**config.mk**
```make
export PLATFORM = sky130hd
export DESIGN_NAME = vga_timing_ctrl
export DESIGN_NICKNAME = d
export VERILOG_FILES = /design/src/rtl/vga_timing_pkg.sv /design/src/rtl/vga_timing_ctrl_pix_tick_gen.sv /design/src/rtl/vga_timing_ctrl.sv
export SDC_FILE = /design/constraint.sdc
export NUM_CORES = 1
export LEC_CHECK = 0
export BUFFER_PORTS_ARGS = -buffer_cell sky130_fd_sc_hd__buf_4
export CORE_MARGIN = 4
export CORE_UTILIZATION = 45
export CTS_CLUSTER_DIAMETER = 30
export DETAILED_ROUTE_END_ITERATION = 10
export PLACE_DENSITY = 0.66
export SYNTH_ARGS = -nofsm -noshare
export SYNTH_HDL_FRONTEND = slang
export SYNTH_SLANG_ARGS = --single-unit
export TNS_END_PERCENT = 30
```
**constraint.sdc**
```tcl
create_clock -name clk_100 -period 2.38 [get_ports clk_100]
set_input_delay 0.476 -clock clk_100 [delete_from_list [all_inputs] [get_ports clk_100]]
set_output_delay 0.476 -clock clk_100 [all_outputs]
set_load 0.1 [all_outputs]
```
**src/rtl/vga_timing_pkg.sv**
```systemverilog
// Shared VGA timing constants and state types for the 640x480@60 timing controller.
package vga_timing_pkg;

  localparam int unsigned H_ACTIVE_DFLT = 640;
  localparam int unsigned H_FP_DFLT     = 16;
  localparam int unsigned H_SYNC_DFLT   = 96;
  localparam int unsigned H_BP_DFLT     = 48;
  localparam int unsigned V_ACTIVE_DFLT = 480;
  localparam int unsigned V_FP_DFLT     = 10;
  localparam int unsigned V_SYNC_DFLT   = 2;
  localparam int unsigned V_BP_DFLT     = 33;
  localparam int unsigned PIX_DIV_DFLT  = 4;

  localparam int unsigned POS_W     = 10;
  localparam int unsigned MAX_TOTAL = 1024;

  typedef enum logic [1:0] {
    H_ACT  = 2'd0,
    H_FP   = 2'd1,
    H_SYNC = 2'd2,
    H_BP   = 2'd3
  } h_state_t;

  typedef enum logic [1:0] {
    V_ACT  = 2'd0,
    V_FP   = 2'd1,
    V_SYNC = 2'd2,
    V_BP   = 2'd3
  } v_state_t;

  // Last position (inclusive) of a region that ends after n positions.
  function automatic logic [POS_W-1:0] pos_last(input int unsigned n);
    return POS_W'(n - 1);
  endfunction

endpackage

```
**src/rtl/vga_timing_ctrl_pix_tick_gen.sv**
```systemverilog
// Pixel-rate divider: emits a one-cycle strobe every PIX_DIV enabled clk_100 cycles.
module pix_tick_gen
  import vga_timing_pkg::*;
#(
  parameter int unsigned PIX_DIV = PIX_DIV_DFLT
) (
  input  logic clk_100,
  input  logic rst,
  input  logic en,
  output logic pix_tick
);

  localparam int unsigned CNT_W = (PIX_DIV > 2) ? $clog2(PIX_DIV) : 1;
  localparam logic [CNT_W-1:0] CNT_LAST = CNT_W'(PIX_DIV - 1);

  logic [CNT_W-1:0] cnt_q;
  logic [CNT_W-1:0] cnt_d;

  always_comb begin
    cnt_d = cnt_q;
    if (en) begin
      cnt_d = (cnt_q == CNT_LAST) ? '0 : cnt_q + CNT_W'(1);
    end
  end

  always_ff @(posedge clk_100) begin
    if (rst) begin
      cnt_q <= '0;
    end else begin
      cnt_q <= cnt_d;
    end
  end

  // Gated by rst so no strobe escapes while reset is held.
  assign pix_tick = en & ~rst & (cnt_q == CNT_LAST);

endmodule

```
**src/rtl/vga_timing_ctrl.sv**
```systemverilog
// VGA timing generator: horizontal/vertical FSMs, position counters and registered
// sync/blanking/start outputs, advanced by the pix_tick_gen pixel strobe.
module vga_timing_ctrl #(
  parameter int unsigned H_ACTIVE = vga_timing_pkg::H_ACTIVE_DFLT,
  parameter int unsigned H_FP     = vga_timing_pkg::H_FP_DFLT,
  parameter int unsigned H_SYNC   = vga_timing_pkg::H_SYNC_DFLT,
  parameter int unsigned H_BP     = vga_timing_pkg::H_BP_DFLT,
  parameter int unsigned V_ACTIVE = vga_timing_pkg::V_ACTIVE_DFLT,
  parameter int unsigned V_FP     = vga_timing_pkg::V_FP_DFLT,
  parameter int unsigned V_SYNC   = vga_timing_pkg::V_SYNC_DFLT,
  parameter int unsigned V_BP     = vga_timing_pkg::V_BP_DFLT,
  parameter int unsigned PIX_DIV  = vga_timing_pkg::PIX_DIV_DFLT
) (
  input  logic                              clk_100,
  input  logic                              rst,
  input  logic                              en,
  output logic                              pix_tick,
  output logic                              hsync,
  output logic                              vsync,
  output logic                              video_on,
  output logic [vga_timing_pkg::POS_W-1:0]  pix_x,
  output logic [vga_timing_pkg::POS_W-1:0]  pix_y,
  output logic                              line_start,
  output logic                              frame_start
);

  import vga_timing_pkg::*;

  localparam int unsigned H_TOTAL = H_ACTIVE + H_FP + H_SYNC + H_BP;
  localparam int unsigned V_TOTAL = V_ACTIVE + V_FP + V_SYNC + V_BP;

  localparam logic [POS_W-1:0] H_ACT_END  = pos_last(H_ACTIVE);
  localparam logic [POS_W-1:0] H_FP_END   = pos_last(H_ACTIVE + H_FP);
  localparam logic [POS_W-1:0] H_SYNC_END = pos_last(H_ACTIVE + H_FP + H_SYNC);
  localparam logic [POS_W-1:0] H_END      = pos_last(H_TOTAL);
  localparam logic [POS_W-1:0] V_ACT_END  = pos_last(V_ACTIVE);
  localparam logic [POS_W-1:0] V_FP_END   = pos_last(V_ACTIVE + V_FP);
  localparam logic [POS_W-1:0] V_SYNC_END = pos_last(V_ACTIVE + V_FP + V_SYNC);
  localparam logic [POS_W-1:0] V_END      = pos_last(V_TOTAL);

  // Reject timings the 10-bit position counters or the divider cannot represent.
  if (H_TOTAL > MAX_TOTAL || V_TOTAL > MAX_TOTAL) begin : g_bad_total
    $error("vga_timing_ctrl: H_TOTAL or V_TOTAL exceeds 1024");
  end
  if (PIX_DIV < 2) begin : g_bad_div
    $error("vga_timing_ctrl: PIX_DIV must be at least 2");
  end
  if (H_ACTIVE == 0 || H_FP == 0 || H_SYNC == 0 || H_BP == 0 ||
      V_ACTIVE == 0 || V_FP == 0 || V_SYNC == 0 || V_BP == 0) begin : g_bad_region
    $error("vga_timing_ctrl: every timing region must be at least one unit long");
  end

  pix_tick_gen #(
    .PIX_DIV (PIX_DIV)
  ) u_pix_tick_gen (
    .clk_100  (clk_100),
    .rst      (rst),
    .en       (en),
    .pix_tick (pix_tick)
  );

  h_state_t         h_state_q, h_state_d;
  v_state_t         v_state_q, v_state_d;
  logic [POS_W-1:0] pix_x_q, pix_x_d;
  logic [POS_W-1:0] pix_y_q, pix_y_d;
  logic             hsync_q, hsync_d;
  logic             vsync_q, vsync_d;
  logic             video_on_q, video_on_d;
  logic             line_start_q, line_start_d;
  logic             frame_start_q, frame_start_d;
  logic             start_pend_q, start_pend_d;
  logic             line_wrap;

  // Position counters and FSM next state; everything moves only on pix_tick.
  always_comb begin
    line_wrap = pix_tick & (pix_x_q == H_END);

    pix_x_d = pix_x_q;
    if (pix_tick) begin
      pix_x_d = line_wrap ? '0 : pix_x_q + POS_W'(1);
    end

    pix_y_d = pix_y_q;
    if (line_wrap) begin
      pix_y_d = (pix_y_q == V_END) ? '0 : pix_y_q + POS_W'(1);
    end

    h_state_d = h_state_q;
    if (pix_tick) begin
      case (h_state_q)
        vga_timing_pkg::H_ACT:  if (pix_x_q == H_ACT_END)  h_state_d = vga_timing_pkg::H_FP;
        vga_timing_pkg::H_FP:   if (pix_x_q == H_FP_END)   h_state_d = vga_timing_pkg::H_SYNC;
        vga_timing_pkg::H_SYNC: if (pix_x_q == H_SYNC_END) h_state_d = vga_timing_pkg::H_BP;
        vga_timing_pkg::H_BP:   if (line_wrap)             h_state_d = vga_timing_pkg::H_ACT;
        default:                                           h_state_d = vga_timing_pkg::H_ACT;
      endcase
    end

    v_state_d = v_state_q;
    if (line_wrap) begin
      case (v_state_q)
        vga_timing_pkg::V_ACT:  if (pix_y_q == V_ACT_END)  v_state_d = vga_timing_pkg::V_FP;
        vga_timing_pkg::V_FP:   if (pix_y_q == V_FP_END)   v_state_d = vga_timing_pkg::V_SYNC;
        vga_timing_pkg::V_SYNC: if (pix_y_q == V_SYNC_END) v_state_d = vga_timing_pkg::V_BP;
        vga_timing_pkg::V_BP:   if (pix_y_q == V_END)      v_state_d = vga_timing_pkg::V_ACT;
        default:                                           v_state_d = vga_timing_pkg::V_ACT;
      endcase
    end
  end

  // Registered outputs decode the post-edge state so they align with pix_x/pix_y.
  always_comb begin
    hsync_d       = hsync_q;
    vsync_d       = vsync_q;
    video_on_d    = video_on_q;
    line_start_d  = 1'b0;
    frame_start_d = 1'b0;
    start_pend_d  = start_pend_q & ~en;
    if (en) begin
      hsync_d       = (h_state_d != vga_timing_pkg::H_SYNC);
      vsync_d       = (v_state_d != vga_timing_pkg::V_SYNC);
      video_on_d    = (h_state_d == vga_timing_pkg::H_ACT) &&
                      (v_state_d == vga_timing_pkg::V_ACT);
      // First enabled cycle after reset announces position (0,0) once.
      line_start_d  = start_pend_q | (pix_tick & (pix_x_d == '0));
      frame_start_d = start_pend_q | (line_wrap & (pix_y_d == '0));
    end
  end

  always_ff @(posedge clk_100) begin
    if (rst) begin
      h_state_q     <= vga_timing_pkg::H_ACT;
      v_state_q     <= vga_timing_pkg::V_ACT;
      pix_x_q       <= '0;
      pix_y_q       <= '0;
      hsync_q       <= 1'b1;
      vsync_q       <= 1'b1;
      video_on_q    <= 1'b0;
      line_start_q  <= 1'b0;
      frame_start_q <= 1'b0;
      start_pend_q  <= 1'b1;
    end else begin
      h_state_q     <= h_state_d;
      v_state_q     <= v_state_d;
      pix_x_q       <= pix_x_d;
      pix_y_q       <= pix_y_d;
      hsync_q       <= hsync_d;
      vsync_q       <= vsync_d;
      video_on_q    <= video_on_d;
      line_start_q  <= line_start_d;
      frame_start_q <= frame_start_d;
      start_pend_q  <= start_pend_d;
    end
  end

  assign hsync       = hsync_q;
  assign vsync       = vsync_q;
  assign video_on    = video_on_q;
  assign pix_x       = pix_x_q;
  assign pix_y       = pix_y_q;
  assign line_start  = line_start_q;
  assign frame_start = frame_start_q;

endmodule

```
# Word-level counts from Yosys, hierarchy flattened
# Cells that the tools add are included.
[word_totals] n_memories=0 mem_bits_rw=0 elab_cells=66 input_bits=3 romBits=0 output_inout_bits=26 ff_bits=32 latch_bits=0
[op_classes] n_eq_ne=17 div_mod_pow=0 reduce_logical=8 order_cmp=0 mul=0 shift=0 muxes=17 n_bitwise=10 add_sub_neg=3
[op_table] operator="$eq A10 B10 Y1 const B" n=5
[op_table] operator="$mux W10" n=4
[op_table] operator="$eq A10 B9 Y1 const B" n=3
[op_table] operator="$mux W2" n=11
[op_table] operator="$add A10 B1 Y10 const B" n=2
[op_table] operator="$logic_not A10 Y1" n=2
[op_table] operator="$pmux W2 S4" n=2
[op_table] operator="$eq A2 B2 Y1 const B" n=5
[op_table] operator="$logic_not A2 Y1" n=4
[op_table] operator="$and A1 B1 Y1" n=6
[op_table] operator="$eq A2 B1 Y1 const B" n=2
[op_table] operator="$ne A2 B2 Y1 const B" n=2
[op_table] operator="$add A2 B1 Y2 const B" n=1
[op_table] operator="$not A1 Y1" n=2
[op_table] operator="$or A1 B1 Y1" n=2
[op_table] operator="$reduce_or A2 Y1" n=1
[op_table] operator="$logic_and A1 B1 Y1" n=1

# Longest topological paths before layout
[logic_depth] word_depth=9 ltp_mapped=9 mapped_depth_nobuf=8

# Hierarchy
# A second synthesis with hierarchy kept.
[unflattened] hier_cells=229 area_unflattened_um2=1840.5
[by_module_without_submodules] mod="vga_timing_ctrl" area_each_um2=1745.4 seq_area_each_um2=600.6 instances=1 cells_each=220
[by_module_without_submodules] mod="pix_tick_gen" area_each_um2=95.1 seq_area_each_um2=40.0 instances=1 cells_each=9

# Worst setup path after synthesis
# OpenSTA, ideal clock, no wires.
[synth_timing] path_kind="register to register" start="register pix_x_q[0], in the netlist pix_x[0]" end="register video_on_q, in the netlist video_on" period_less_slack_ns=2.719 path_stages_with_launch=9 slack_ns=-0.339 t_required_ns=2.261 n_path_buf=1 setup_ns=0.119 t_arrival_ns=2.600 path_cell_list="dfxtp_1 ha_1 and3_1 buf_2 nand4_4 o31ai_1 o31a_1 and4bb_1 a22o_1"
[synth_between] elab_chain_cells=7 word_cells_on_any_way=15 classes_between="eq/ne (4); mux (7); bitwise (1); reduce/logical (3)"
[synth_lines] element="start, declared" line="vga_timing_ctrl.sv:64" text="logic [POS_W-1:0] pix_x_q, pix_x_d;"
[synth_lines] element="start signal, assigned" line="vga_timing_ctrl.sv:145" text="pix_x_q <= pix_x_d;"
[synth_lines] element="$eq A10 B10 Y1" line="vga_timing_ctrl.sv:76" text="line_wrap = pix_tick & (pix_x_q == H_END);"
[synth_lines] element="$and A1 B1 Y1" line="vga_timing_ctrl.sv:76"
[synth_lines] element="$mux W2" line="vga_timing_ctrl.sv:94" text="vga_timing_pkg::H_BP: if (line_wrap) h_state_d = vga_timing_pkg::H_ACT;"
[synth_lines] element="$pmux W2 S4" line="vga_timing_ctrl.sv:90" text="case (h_state_q)"
[synth_lines] element="$mux W2" line="vga_timing_ctrl.sv:89" text="if (pix_tick) begin"
[synth_lines] element="$logic_not A2 Y1" line="vga_timing_ctrl.sv:122" text="video_on_d = (h_state_d == vga_timing_pkg::H_ACT) &&"
[synth_lines] element="$logic_and A1 B1 Y1 *" line="vga_timing_ctrl.sv:122"
[synth_lines] element="end signal, assigned" line="vga_timing_ctrl.sv:149" text="video_on_q <= video_on_d;"
[synth_lines] element="end, declared" line="vga_timing_ctrl.sv:68" text="logic video_on_q, video_on_d;"
# Every way passes the cells marked *; elsewhere a longest branch is shown, timed or not.
# A chain may end at the register's enable or synchronous reset.

# Worst setup path after layout
# Same ends and word-level chain as after synthesis.

==> summary.md <==
| Metric | Value |
|---|---|
| Outcome | `complete, no violations` |
| Count of TritonRoute iterations in the first routing pass | `4` |
| Depth of the worst register-to-register path | `7` |
| DRC Markers | `0` |
| Wire length of the first global-routing pass | `around 7500 µm` |
| Number of nets with antenna violations after detailed routing | `0` |
| Number of global-route vias before repair | `between 1,500 and 2,000` |
| Cell type group with the largest total delay on the critical path | `simple AND/OR/NAND/NOR gates` |
| Post-synthesis cell type count | `between 50 and 60` |
| Endpoint required time on the critical path | `~2.6 ns` |
| RSZ-0062 raised after global routing | `false` |
| WS Path Type | `flip-flop to flip-flop` |
| IO Count | `29` |
| Worst Path Arrival | `between 2 and 2.5 ns` |
| Element type at the critical path end | `flip-flop` |
| Post-DP HPWL | `between 3000 and 4000 µm` |
| Clock root buffer | `clkbuf_8` |
| Number of pins with negative max-slew slack in the final report | `0` |
| Max cap viols | `0` |
| Number of inserted diodes | `0` |
| Global routing usage summed across all routing layers | `18.24%` |
| Count of non-filler cells in the finished layout | `308` |
| Maximum clock insertion buffer count | `2` |
| Count of H-tree levels built during CTS | `2` |
| Nets@finish | `265` |
| Gate Count Post-Synth | `about 230` |
| Overflow left after global routing | `0` |
| Largest net degree at the start of global routing | `32` |
| Slowest cell on crit path | `dfxtp_2` |
| Number of enable flip-flop cells after synthesis | `0` |
| Tmin final | `around 2.1 ns` |
| Pleak | `0.8872 nW` |
| Setup violators final | `0` |
| Main synth FF type | `dfxtp_1` |
| Synthesized net count | `approximately 240` |
| Number of DRC violations after detailed-routing iteration 0 | `roughly 140` |
| Final critical-path share of the clock period | `between 90% and 100%` |
| Depth of the worst hold-timing path | `1` |
| Inserted Clock Buffers | `5` |
| Post-synthesis instance area | `0.001867 mm²` |
| Number of gates given a new drive strength after cts | `0` |
| Worst min-delay path startpoint | `start_pend_q` |
| Worst reg2reg setup slack | `roughly 0.23 ns` |
| Core Footprint | `roughly 0.004 mm²` |
| Mean post-synth cell area | `slightly above 8 µm²` |
| Fraction of layout cells with a size suffix above 1 | `25.97%` |
| Routed via count divided by cell count | `5.578` |
| Clock-pin transition on the worst setup and hold timing paths | `0.07 ns` |
| Min-Delay Endpoint | `start_pend_q` |
| Skew-Pair Late Insertion Delay | `about 0.28 ns` |
| Rel. slew slack | `between 60% and 70%` |
| CTS tree | `done` |
| Overall die width | `about 72 µm` |
| Sequential share of the synthesized area | `approximately 34%` |
| GPL Wtd Cong | `~0.85` |
| Total via count after detailed routing | `1,718` |
| Power per standard cell area | `between 400 and 500 mW/mm²` |
| Largest stage delay on the critical path | `between 0.3 and 0.4 ns` |
| CP bufs+invs | `0` |
| Count of buffers from port buffering | `28` |
| Drt wl/cell | `about 14 µm` |
| Total die area | `~0.0052 mm²` |
| Effective utilization at floorplan | `between 40% and 50%` |
| Worst flop-to-flop path endpoint | `video_on` |
| Setup tns final | `0 ns` |
| Initial antenna violation count | `0` |
| Clock net sink count | `32` |
| Number of register bits inferred by synthesis | `32` |
| Final routed wirelength across all metal layers | `approximately 4400 µm` |
| Ordered cell list for the critical path | `ha_1 -> and3_1 -> nand4_4 -> o31ai_1 -> o31a_1 -> and4bb_1 -> a22o_1` |
| Peak Freq | `roughly 470 MHz` |
| Die height | `just over 70 µm` |
| Depth of the critical timing path with buffers and inverters included | `7` |
| Startpoint type of the worst setup path | `flip-flop` |
| Number of placement rows | `23` |
| Async set or reset register ratio after synthesis | `0%` |
| Transition time of the tightest slew-check pin | `0.4891 ns` |
| Number of warnings reported in the yosys synthesis log | `0` |
| Post-cts hold buffer count | `0` |
| Largest voltage drop on the vdd net | `0.0003927 V` |
| Post-CTS setup-driven buffer insertion count | `0` |
| Crit-path max FO | `8` |
| Worst clock skew | `about 0.0046 ns` |
| Layout-stage area growth over the synthesis result | `18.97%` |
| Startpoint of the worst register-to-register path | `pix_x[0]` |
| Hold/Removal Path Class | `flip-flop to flip-flop` |
| Final-report hold violation count | `0` |
| Number of placed instances, taps included | `300` |
## worst register-to-register path: cells and delay by family, from the launching register on
family | cells | cell delay (ns)
simple gates | 3 | 0.75
flops | 1 | 0.36
compound gates | 3 | 0.71
fa+ha+maj | 1 | 0.22
## logic make-up (layout without fill, tap and decap cells)
logic type,count (synthesis),in the layout,synth area share (%)
buffers and inverters,21,51,6.031
XOR/XNOR,11,11,5.161
adder cells (fa/ha/maj),5,5,3.351
flip-flops,32,32,34.32
AND/OR/NAND/NOR,105,105,32.57
AO/OA/AOI/OAI,51,51,16.82
multiplexers,3,3,1.743
## synth_stat cells, types with 3 or more instances
library cell | number | area, µm²
nor3_1 | 7 | 35.03
nand4_1 | 6 | 37.54
xnor2_1 | 5 | 43.79
nand3_1 | 12 | 60.06
a31oi_1 | 6 | 37.54
and3_1 | 6 | 37.54
nor2_1 | 31 | 116.4
inv_1 | 6 | 22.52
dfxtp_1 | 32 | 640.6
xor2_1 | 6 | 52.55
nand2b_1 | 3 | 18.77
nor2b_1 | 6 | 37.54
buf_2 | 3 | 15.01
nand2_1 | 11 | 41.29
and4_1 | 3 | 26.28
o21ai_0 | 12 | 60.06
or3_1 | 3 | 18.77
clkbuf_1 | 6 | 22.52
ha_1 | 5 | 62.56
o31ai_1 | 3 | 22.52
buf_6 | 3 | 33.78
a21oi_1 | 17 | 85.08
## layout make-up
| cell class | instances | area, µm² |
|---|---|---|
| Timing Repair Buffer | 36 | 270.3 |
| Clock buffer | 8 | 90.09 |
| Sequential cell | 32 | 658.1 |
| Tap cell | 50 | 62.56 |
| Fill cell | 370 | 1779 |
| Inverter | 7 | 26.28 |
| Multi-Input combinational cell | 175 | 1114 |
## routing by layer
layer  global-route usage [%]  share of wire, %
met2                    25.68                44
met4                    6.352              0.94
met3                    4.709               6.5
met1                    26.69                49
met5                        0                 0
## stage by stage
step / setup WS (ns) / instance area, µm² / power (mW) / util [%] / hold WS, ns
global route: 0.04262 / 2221 / 1.083 / 55.52 / 0.4852
finish: 0.2321 / 2221 / 1.035 / 55.52 / 0.4599
detailed placement: 0.1881 / 2131 / 0.6154 / 53.27 / 0.4475
global placement: 0.2215 / 2131 / 0.6150 / 53.27 / 0.4388
floorplan: -0.0003053 / 1884 / 0.6020 / - / 0.4304
CTS: 0.2314 / 2221 / 1.052 / 55.52 / 0.4626
## worst max-delay path by stage
| stage | from | end | slack (ns) |
|---|---|---|---|
| after floorplan | pix_x[6] | video_on | -0.0003 |
| after global placement | rst | video_on | 0.22 |
| after detailed placement | rst | video_on | 0.19 |
| after CTS | pix_x[0] | video_on | 0.23 |
| after global routing | pix_x[0] | video_on | 0.04 |
| final | pix_x[0] | video_on | 0.23 |
## where the power goes
part           switching (mW)  total [mW]  leakage (nW)  internal [mW]
clock network           0.196       0.432        0.0455          0.236
registers             0.00365       0.546         0.266          0.542
logic                  0.0428      0.0569         0.575         0.0142
total                   0.243        1.03         0.887          0.792
## flip-flops by register name (all words and copies together), names as in the netlist
register              count
frame_start               1
h_state_q                 2
hsync                     1
line_start                1
pix_x                    10
pix_y                    10
start_pend_q              1
u_pix_tick_gen.cnt_q      2
v_state_q                 2
video_on                  1
vsync                     1
## cells in the final DEF (no fill, tap or decap), types with 5 or more instances in the layout
| cell type | netlist | routed |
|---|---|---|
| buf_4 | 2 | 36 |
| nor2_1 | 31 | 31 |
| dfxtp_1 | 32 | 18 |
| a21oi_1 | 17 | 17 |
| dfxtp_2 | 0 | 14 |
| o21ai_0 | 12 | 12 |
| nand3_1 | 12 | 12 |
| nand2_1 | 11 | 11 |
| nor3_1 | 7 | 7 |
| inv_1 | 6 | 6 |
| and3_1 | 6 | 6 |
| a31oi_1 | 6 | 6 |
| nand4_1 | 6 | 6 |
| nor2b_1 | 6 | 6 |
| xor2_1 | 6 | 6 |
| clkbuf_8 | 0 | 6 |
| xnor2_1 | 5 | 5 |
| ha_1 | 5 | 5 |
Note: power is estimated with default switching activity, not from simulation.
